## src/rtl/trace_logger_mc_pkg.sv

```systemverilog
// Shared defaults, FSM encoding and helpers for the multi-channel trace logger.
package trace_logger_mc_pkg;

   localparam int TRB_WIDTH_DEF      = 64;
   localparam int TRB_DEPTH_DEF      = 64;
   localparam int TRB_CHANNELS_DEF   = 4;
   localparam int TRB_DELAY_BITS_DEF = 3;

   typedef enum logic [1:0] {
      ST_IDLE,
      ST_REQ,
      ST_RESP
   } logger_state_t;

   // Number of exchanges still allowed after the trigger: DELAY/2^bits of the buffer.
   function automatic int unsigned post_count(input int unsigned delay,
                                              input int unsigned depth,
                                              input int unsigned delay_bits);
      return (delay * depth) >> delay_bits;
   endfunction

endpackage

```

## src/rtl/trace_logger_mc_rr_arbiter.sv

```systemverilog
// Round-robin arbiter: the search starts one past the most recently granted channel.
module rr_arbiter #(
   parameter  int CHANNELS = 4,
   localparam int IW       = (CHANNELS > 1) ? $clog2(CHANNELS) : 1
) (
   input  logic                clk,
   input  logic                rst,
   input  logic [CHANNELS-1:0] req,
   input  logic                advance,
   output logic [CHANNELS-1:0] gnt,
   output logic [IW-1:0]       gnt_idx
);

   logic [IW-1:0] last;

   // Pick the first requester after the last grant, wrapping around.
   always_comb begin
      logic          found;
      int            cand;
      logic [IW-1:0] cand_idx;
      // NOTE: every output gets a default before the search so no path can infer a latch.
      gnt      = '0;
      gnt_idx  = '0;
      found    = 1'b0;
      cand     = 0;
      cand_idx = '0;
      for (int i = 1; i <= CHANNELS; i++) begin
         cand     = (int'(last) + i) % CHANNELS;
         cand_idx = IW'(cand);
         if (!found && req[cand_idx]) begin
            found         = 1'b1;
            gnt[cand_idx] = 1'b1;
            gnt_idx       = cand_idx;
         end
      end
   end

   // Remember the channel that was actually served; after reset channel 0 goes first.
   always_ff @(posedge clk or posedge rst) begin
      // NOTE: sequential state uses <= so every flop samples the pre-edge values.
      if (rst)          last <= IW'(CHANNELS - 1);
      else if (advance) last <= gnt_idx;
   end

endmodule

```

## src/rtl/trace_logger_mc.sv

```systemverilog
// Multi-channel trace logger: per-channel holding registers, round-robin
// exchange with a circular trace buffer, trigger capture and post-trigger stop.
module trace_logger_mc
   import trace_logger_mc_pkg::*;
#(
   parameter  int TRB_WIDTH      = TRB_WIDTH_DEF,
   parameter  int TRB_DEPTH      = TRB_DEPTH_DEF,
   parameter  int TRB_CHANNELS   = TRB_CHANNELS_DEF,
   parameter  int TRB_DELAY_BITS = TRB_DELAY_BITS_DEF,
   localparam int PW             = $clog2(TRB_DEPTH),
   localparam int CW             = (TRB_CHANNELS > 1) ? $clog2(TRB_CHANNELS) : 1
) (
   input  logic                              CLK_I,
   input  logic                              RST_I,
   input  logic                              ENABLE_I,
   input  logic                              MODE_I,
   input  logic [TRB_DELAY_BITS-1:0]         DELAY_I,
   input  logic                              TRG_EVENT_I,
   input  logic [TRB_CHANNELS-1:0]           LOAD_I,
   input  logic [TRB_CHANNELS*TRB_WIDTH-1:0] DATA_I,
   output logic [TRB_CHANNELS-1:0]           STORE_O,
   output logic [TRB_WIDTH-1:0]              DATA_O,
   output logic                              RW_O,
   input  logic                              RW_TURN_I,
   output logic [PW-1:0]                     RW_PTR_O,
   output logic [TRB_WIDTH-1:0]              DMEM_O,
   input  logic [TRB_WIDTH-1:0]              DMEM_I,
   output logic [PW-1:0]                     EVENT_ADDR_O,
   output logic                              TRG_DONE_O,
   output logic                              WRAP_O,
   output logic [TRB_CHANNELS-1:0]           OVF_O
);

   logger_state_t           state, state_nxt;
   logic [TRB_CHANNELS-1:0] hold_valid;
   logic [TRB_WIDTH-1:0]    hold_data [TRB_CHANNELS];
   logic [TRB_CHANNELS-1:0] arb_gnt;
   logic [CW-1:0]           arb_idx;
   logic [TRB_CHANNELS-1:0] sel;
   logic                    advance;
   logic                    exchange;
   logic [PW-1:0]           ptr;
   logic [PW:0]             post_cnt;
   logic                    trig_seen;

   assign RW_PTR_O   = ptr;
   assign exchange   = ENABLE_I && (state == ST_REQ) && RW_TURN_I;
   // Once the post-trigger budget is spent in trace mode, no new exchange may start.
   assign TRG_DONE_O = trig_seen && (post_cnt == '0) && !MODE_I;

   rr_arbiter #(.CHANNELS(TRB_CHANNELS)) u_arb (
      .clk     (CLK_I),
      .rst     (RST_I),
      .req     (hold_valid),
      .advance (advance),
      .gnt     (arb_gnt),
      .gnt_idx (arb_idx)
   );

   // FSM state register.
   always_ff @(posedge CLK_I or posedge RST_I) begin
      if (RST_I) state <= ST_IDLE;
      else       state <= state_nxt;
   end

   // Next state, grant acceptance and the memory request strobe.
   always_comb begin
      state_nxt = state;
      advance   = 1'b0;
      RW_O      = 1'b0;
      if (!ENABLE_I) begin
         state_nxt = ST_IDLE;
      end else begin
         case (state)
            ST_IDLE: begin
               if ((|hold_valid) && !TRG_DONE_O) begin
                  advance   = 1'b1;
                  state_nxt = ST_REQ;
               end
            end
            ST_REQ: begin
               RW_O = 1'b1;
               if (RW_TURN_I) state_nxt = ST_RESP;
            end
            ST_RESP: state_nxt = ST_IDLE;
            default: state_nxt = ST_IDLE;
         endcase
      end
   end

   // Holding-register valid bits and sticky per-channel overflow flags.
   always_ff @(posedge CLK_I or posedge RST_I) begin
      if (RST_I) begin
         hold_valid <= '0;
         OVF_O      <= '0;
      end else if (!ENABLE_I) begin
         hold_valid <= '0;
      end else begin
         for (int c = 0; c < TRB_CHANNELS; c++) begin
            if (exchange && sel[c]) hold_valid[c] <= 1'b0;
            if (LOAD_I[c]) begin
               if (hold_valid[c]) OVF_O[c]      <= 1'b1;
               else               hold_valid[c] <= 1'b1;
            end
         end
      end
   end

   // Holding-register payload; only meaningful while the matching valid bit is set.
   always_ff @(posedge CLK_I) begin
      // NOTE: payload storage has no reset; the valid bits alone define emptiness.
      for (int c = 0; c < TRB_CHANNELS; c++) begin
         if (ENABLE_I && LOAD_I[c] && !hold_valid[c])
            hold_data[c] <= DATA_I[c*TRB_WIDTH +: TRB_WIDTH];
      end
   end

   // Exchange datapath: latch the grant, drive the write word, capture the old word.
   always_ff @(posedge CLK_I or posedge RST_I) begin
      if (RST_I) begin
         ptr     <= '0;
         WRAP_O  <= 1'b0;
         DATA_O  <= '0;
         DMEM_O  <= '0;
         sel     <= '0;
         STORE_O <= '0;
      end else begin
         STORE_O <= (ENABLE_I && state == ST_RESP) ? sel : '0;
         if (!ENABLE_I) begin
            ptr    <= '0;
            DMEM_O <= '0;
         end else begin
            if (advance) begin
               sel    <= arb_gnt;
               DMEM_O <= hold_data[arb_idx];
            end
            if (exchange) begin
               DATA_O <= DMEM_I;
               ptr    <= ptr + 1'b1;
               if (&ptr) WRAP_O <= 1'b1;
            end
         end
      end
   end

   // Trigger capture and post-trigger countdown, saturating at zero.
   always_ff @(posedge CLK_I or posedge RST_I) begin
      if (RST_I) begin
         trig_seen    <= 1'b0;
         EVENT_ADDR_O <= '0;
         post_cnt     <= '0;
      end else if (!ENABLE_I) begin
         trig_seen    <= 1'b0;
         EVENT_ADDR_O <= '0;
         post_cnt     <= '0;
      end else if (TRG_EVENT_I && !trig_seen) begin
         trig_seen    <= 1'b1;
         EVENT_ADDR_O <= ptr;
         post_cnt     <= (PW+1)'(post_count(32'(DELAY_I), TRB_DEPTH, TRB_DELAY_BITS));
      end else if (trig_seen && exchange && (post_cnt != '0)) begin
         post_cnt <= post_cnt - 1'b1;
      end
   end

endmodule

```

## config.mk

```make
export PLATFORM = sky130hd
export DESIGN_NAME = trace_logger_mc
export DESIGN_NICKNAME = d
export VERILOG_FILES = /design/src/rtl/trace_logger_mc_pkg.sv /design/src/rtl/trace_logger_mc_rr_arbiter.sv /design/src/rtl/trace_logger_mc.sv
export SDC_FILE = /design/constraint.sdc
export NUM_CORES = 1
export LEC_CHECK = 0
export BUFFER_PORTS_ARGS = -buffer_cell sky130_fd_sc_hd__buf_2
export CAP_MARGIN = 25
export CORE_MARGIN = 1
export CORE_UTILIZATION = 45
export DETAILED_ROUTE_END_ITERATION = 16
export HOLD_SLACK_MARGIN = 0.1
export PLACE_DENSITY = 0.7
export SLEW_MARGIN = 10
export SYNTH_ARGS = -nofsm -noshare
export SYNTH_HDL_FRONTEND = slang
export SYNTH_SLANG_ARGS = --single-unit
export TNS_END_PERCENT = 5
```

## constraint.sdc

```tcl
create_clock -name CLK_I -period 7 [get_ports CLK_I]
set_clock_uncertainty 0.2 [all_clocks]
set_input_delay 1.4 -clock CLK_I [delete_from_list [all_inputs] [get_ports CLK_I]]
set_output_delay 1.4 -clock CLK_I [all_outputs]
set_load 0.005 [all_outputs]
```

==> results_dict.tcl <==
set metrics [dict create \
    status "finished clean" \
    postCtsSetupBuffers 0 \
    finalHoldViolCount 0 \
    drt_wl_total_um 51920 \
    synth_top_cell_area_share_pct 43.70 \
    holdPathEnd "WRAP_O" \
    worst_setup_path_end_kind "register" \
    tightest_slew_ns 1.060 \
    slowest_delay_ns 0.80 \
    worstPathArrival_ns 5.44 \
    hold_buffers 0 \
    ctsResizeCount 0 \
    grt_overflow 0 \
    clkPwrFrac_pct 28.1 \
    utilization_pct 56.89 \
    combPwrFrac_pct 34.5 \
    htreeDepth 2 \
    ir_drop_mv 0.2253 \
    syn_to_final_growth_pct 24.69 \
    start_util_pct 45.62 \
    p_sw_mw 3.073 \
    die_area_um2 39880 \
    synth_ff_type "edfxtp_1" \
    final_common_cell "buf_2" \
    cp-start-kind "register" \
    grt_pass1_vias 12950 \
    critPathKind "register to register" \
    drt_iter0_drc 843 \
    synth_seq_cells 425 \
    die_h_um 199.7 \
    row_count 72 \
    die_x_um 199.7 \
    drt_first_pass_iters 6 \
    slew_headroom_pct 29.33 \
    p_leak_nw 9.148 \
    crit_family "buffers and inverters" \
    yosys_warnings 0 \
    rsz0062_at_grt "false" \
    dp_hpwl_um 33590 \
    power_per_cell_area_nw_per_um2 393.6 \
    vias 13000 \
    seqPwrFrac_pct 37.4 \
    holdPathStages 1 \
    netlist_area_um2 17590 \
    place_ws_ns 1.885 \
    drive_gt1_share_pct 36.34 \
    worstPathCellList "inv_1, ha_1, mux2_1, a32o_1, nor4_4, buf_4, or2_4, buf_12, a2111oi_0, o31ai_1" \
    fin_ws_ns 1.832 \
    max_freq_mhz 193.5 \
    antenna_found_initial 21 \
    grt_pass1_wl_um 76080 \
    ys_seq_area_share_pct 67.76 \
    synthDistinctLibCells 60 \
    final_cells 2315 \
    grt_max_degree 96 \
    gp_congestion 0.8015 \
    cts_tree "yes" \
    core-area_um2 38560 \
    r2r_slack_ns 1.83 \
    min_from "WRAP_O" \
    timing.rr.end "DMEM_O[54]" \
    synth_edf_count 256 \
    synthArstFlopShare_pct 39.76 \
    ant_nets 0 \
    wl_per_cell_um 22.43 \
    clk_latency_ns 0.59 \
    synth.area.top_cells "edfxtp_1 (44%), dfrtp_1 (24%), nand2_1 (6.1%)" \
    post-place-cells 2216 \
    cp_max_fo 77 \
    clkSinkCount 425 \
    cts_max_path_buffers 3 \
    ios 484 \
    avgSynthCellArea_um2 13.44 \
    numCtsBuffers 45 \
    setup_tns_ns 0 \
    total_power_mw 8.634 \
    intPower_mw 5.561 \
    clk_pin_slew_ns 0.06 \
    setup_viol 0 \
    slew_violations 0 \
    cts_root_buf "clkbuf_16" \
    synth.largest_area_cell "edfxtp_1" \
    ff2ff_path_depth 10 \
    syn_inst 1309 \
    syn_nets 1653 \
    portBuffers 483 \
    hold_class "register to register" \
    crit_slowest_cell "or2_4" \
    fin_nets 2090 \
    period_share_pct 73.83 \
    remaining_drc_errors 0 \
    final_cell_mix "buf_2 (483), nand2_1 (286), edfxtp_1 (256)" \
    sw_frac_of_total_pct 35.59 \
    period_needed_ns 5.168 \
    r2r_start "u_arb.last[0]" \
    critPathRequiredTime_ns 7.27 \
    avgViaCountPerCell 5.615 \
    max_cap_violations 0 \
    track_usage_pct 25.57 \
    crit_buf_inv 3 \
]
==> final cells by class <==
cell class                      instances  area (µm²)
Multi-Input combinational cell        760        5160
Inverter                               11       46.29
Antenna cell                           14       35.03
Clock buffer                           64        1279
Sequential cell                       425       11920
Timing Repair Buffer                  503        2613
Fill cell                            3222       16620
Tap cell                              518       648.1
Clock inverter                         20       234.0
==> Yosys cell counts, types with 5 or more instances <==
library cell,n
a21oi_1,12
dfrtp_1,167
nor2_1,24
buf_2,46
xnor2_1,6
inv_1,10
buf_6,7
a2111oi_2,50
ha_1,11
nor2b_1,6
a31oi_1,5
edfxtp_1,256
buf_1,8
a21o_1,5
o21ai_0,7
clkbuf_1,44
a221oi_1,64
nor3b_1,129
nand2_1,287
and2_1,5
nor3_1,5
a2111oi_0,16
o31ai_1,65
mux2i_1,5
xor2_1,5
==> stage by stage <==
| step | cell area [µm²] | hold slack [ns] |
|---|---|---|
| 2_1_floorplan | 17590 | 0.2400 |
| 3_5_place_dp | 20370 | 0.2442 |
| 3_3_place_gp | 20340 | 0.2348 |
| 4_1_cts | 21880 | 0.2596 |
| 5_1_grt | 21930 | 0.2811 |
| 6_report | 21930 | 0.2652 |
==> cell families (layout without fill, tap and decap cells) <==
logic type	count (synthesis)	in the layout	synth area share, %
buffers and inverters	124	598	3.386
AO/OA/AOI/OAI	247	247	13.08
adder cells (fa/ha/maj)	11	11	0.7824
multiplexers	9	9	0.6686
AND/OR/NAND/NOR	482	482	13.78
other	0	14	0
XOR/XNOR	11	11	0.5477
flip-flops	425	425	67.76
==> registers in the layout, summed over array words and instances (netlist names), 6 cells and up <==
name and cells:
post_cnt 7, RW_PTR_O 6, EVENT_ADDR_O 6, DMEM_O 64, DATA_O 64, hold_data 256
==> how the worst max path moves through the flow <==
stage,start,endpoint,cells after the start,slack [ns]
global route,u_arb.last[0],DMEM_O[52],10,1.53
global placement,u_arb.last[0],DMEM_O[37],10,2.11
finish,u_arb.last[0],DMEM_O[54],10,1.83
detailed placement,u_arb.last[0],DMEM_O[54],10,1.88
CTS,u_arb.last[0],DMEM_O[29],10,1.89
floorplan,RST_I,DATA_O[0],1,0.83
==> metal layers <==
| layer | track usage [%] | vias to the layer above | wire length [µm] |
|---|---|---|---|
| li1 | - | 5825 | - |
| met1 | 31.59 | 6397 | 20080 |
| met2 | 42.41 | 652 | 25530 |
| met3 | 5.924 | 113 | 4433 |
| met4 | 12.21 | 12 | 1796 |
| met5 | 0 | - | 75 |
==> power groups by stage <==
stage          clock (mW)  combinational, mW  sequential [mW]
5_1_grt              2.56               3.25             3.27
3_3_place_gp            0               2.88             3.26
4_1_cts              2.47               2.97             3.23
6_report             2.42               2.98             3.23
2_1_floorplan           0               2.08             3.24
3_5_place_dp            0               2.96             3.28
Power figures use the tool's default switching activity.
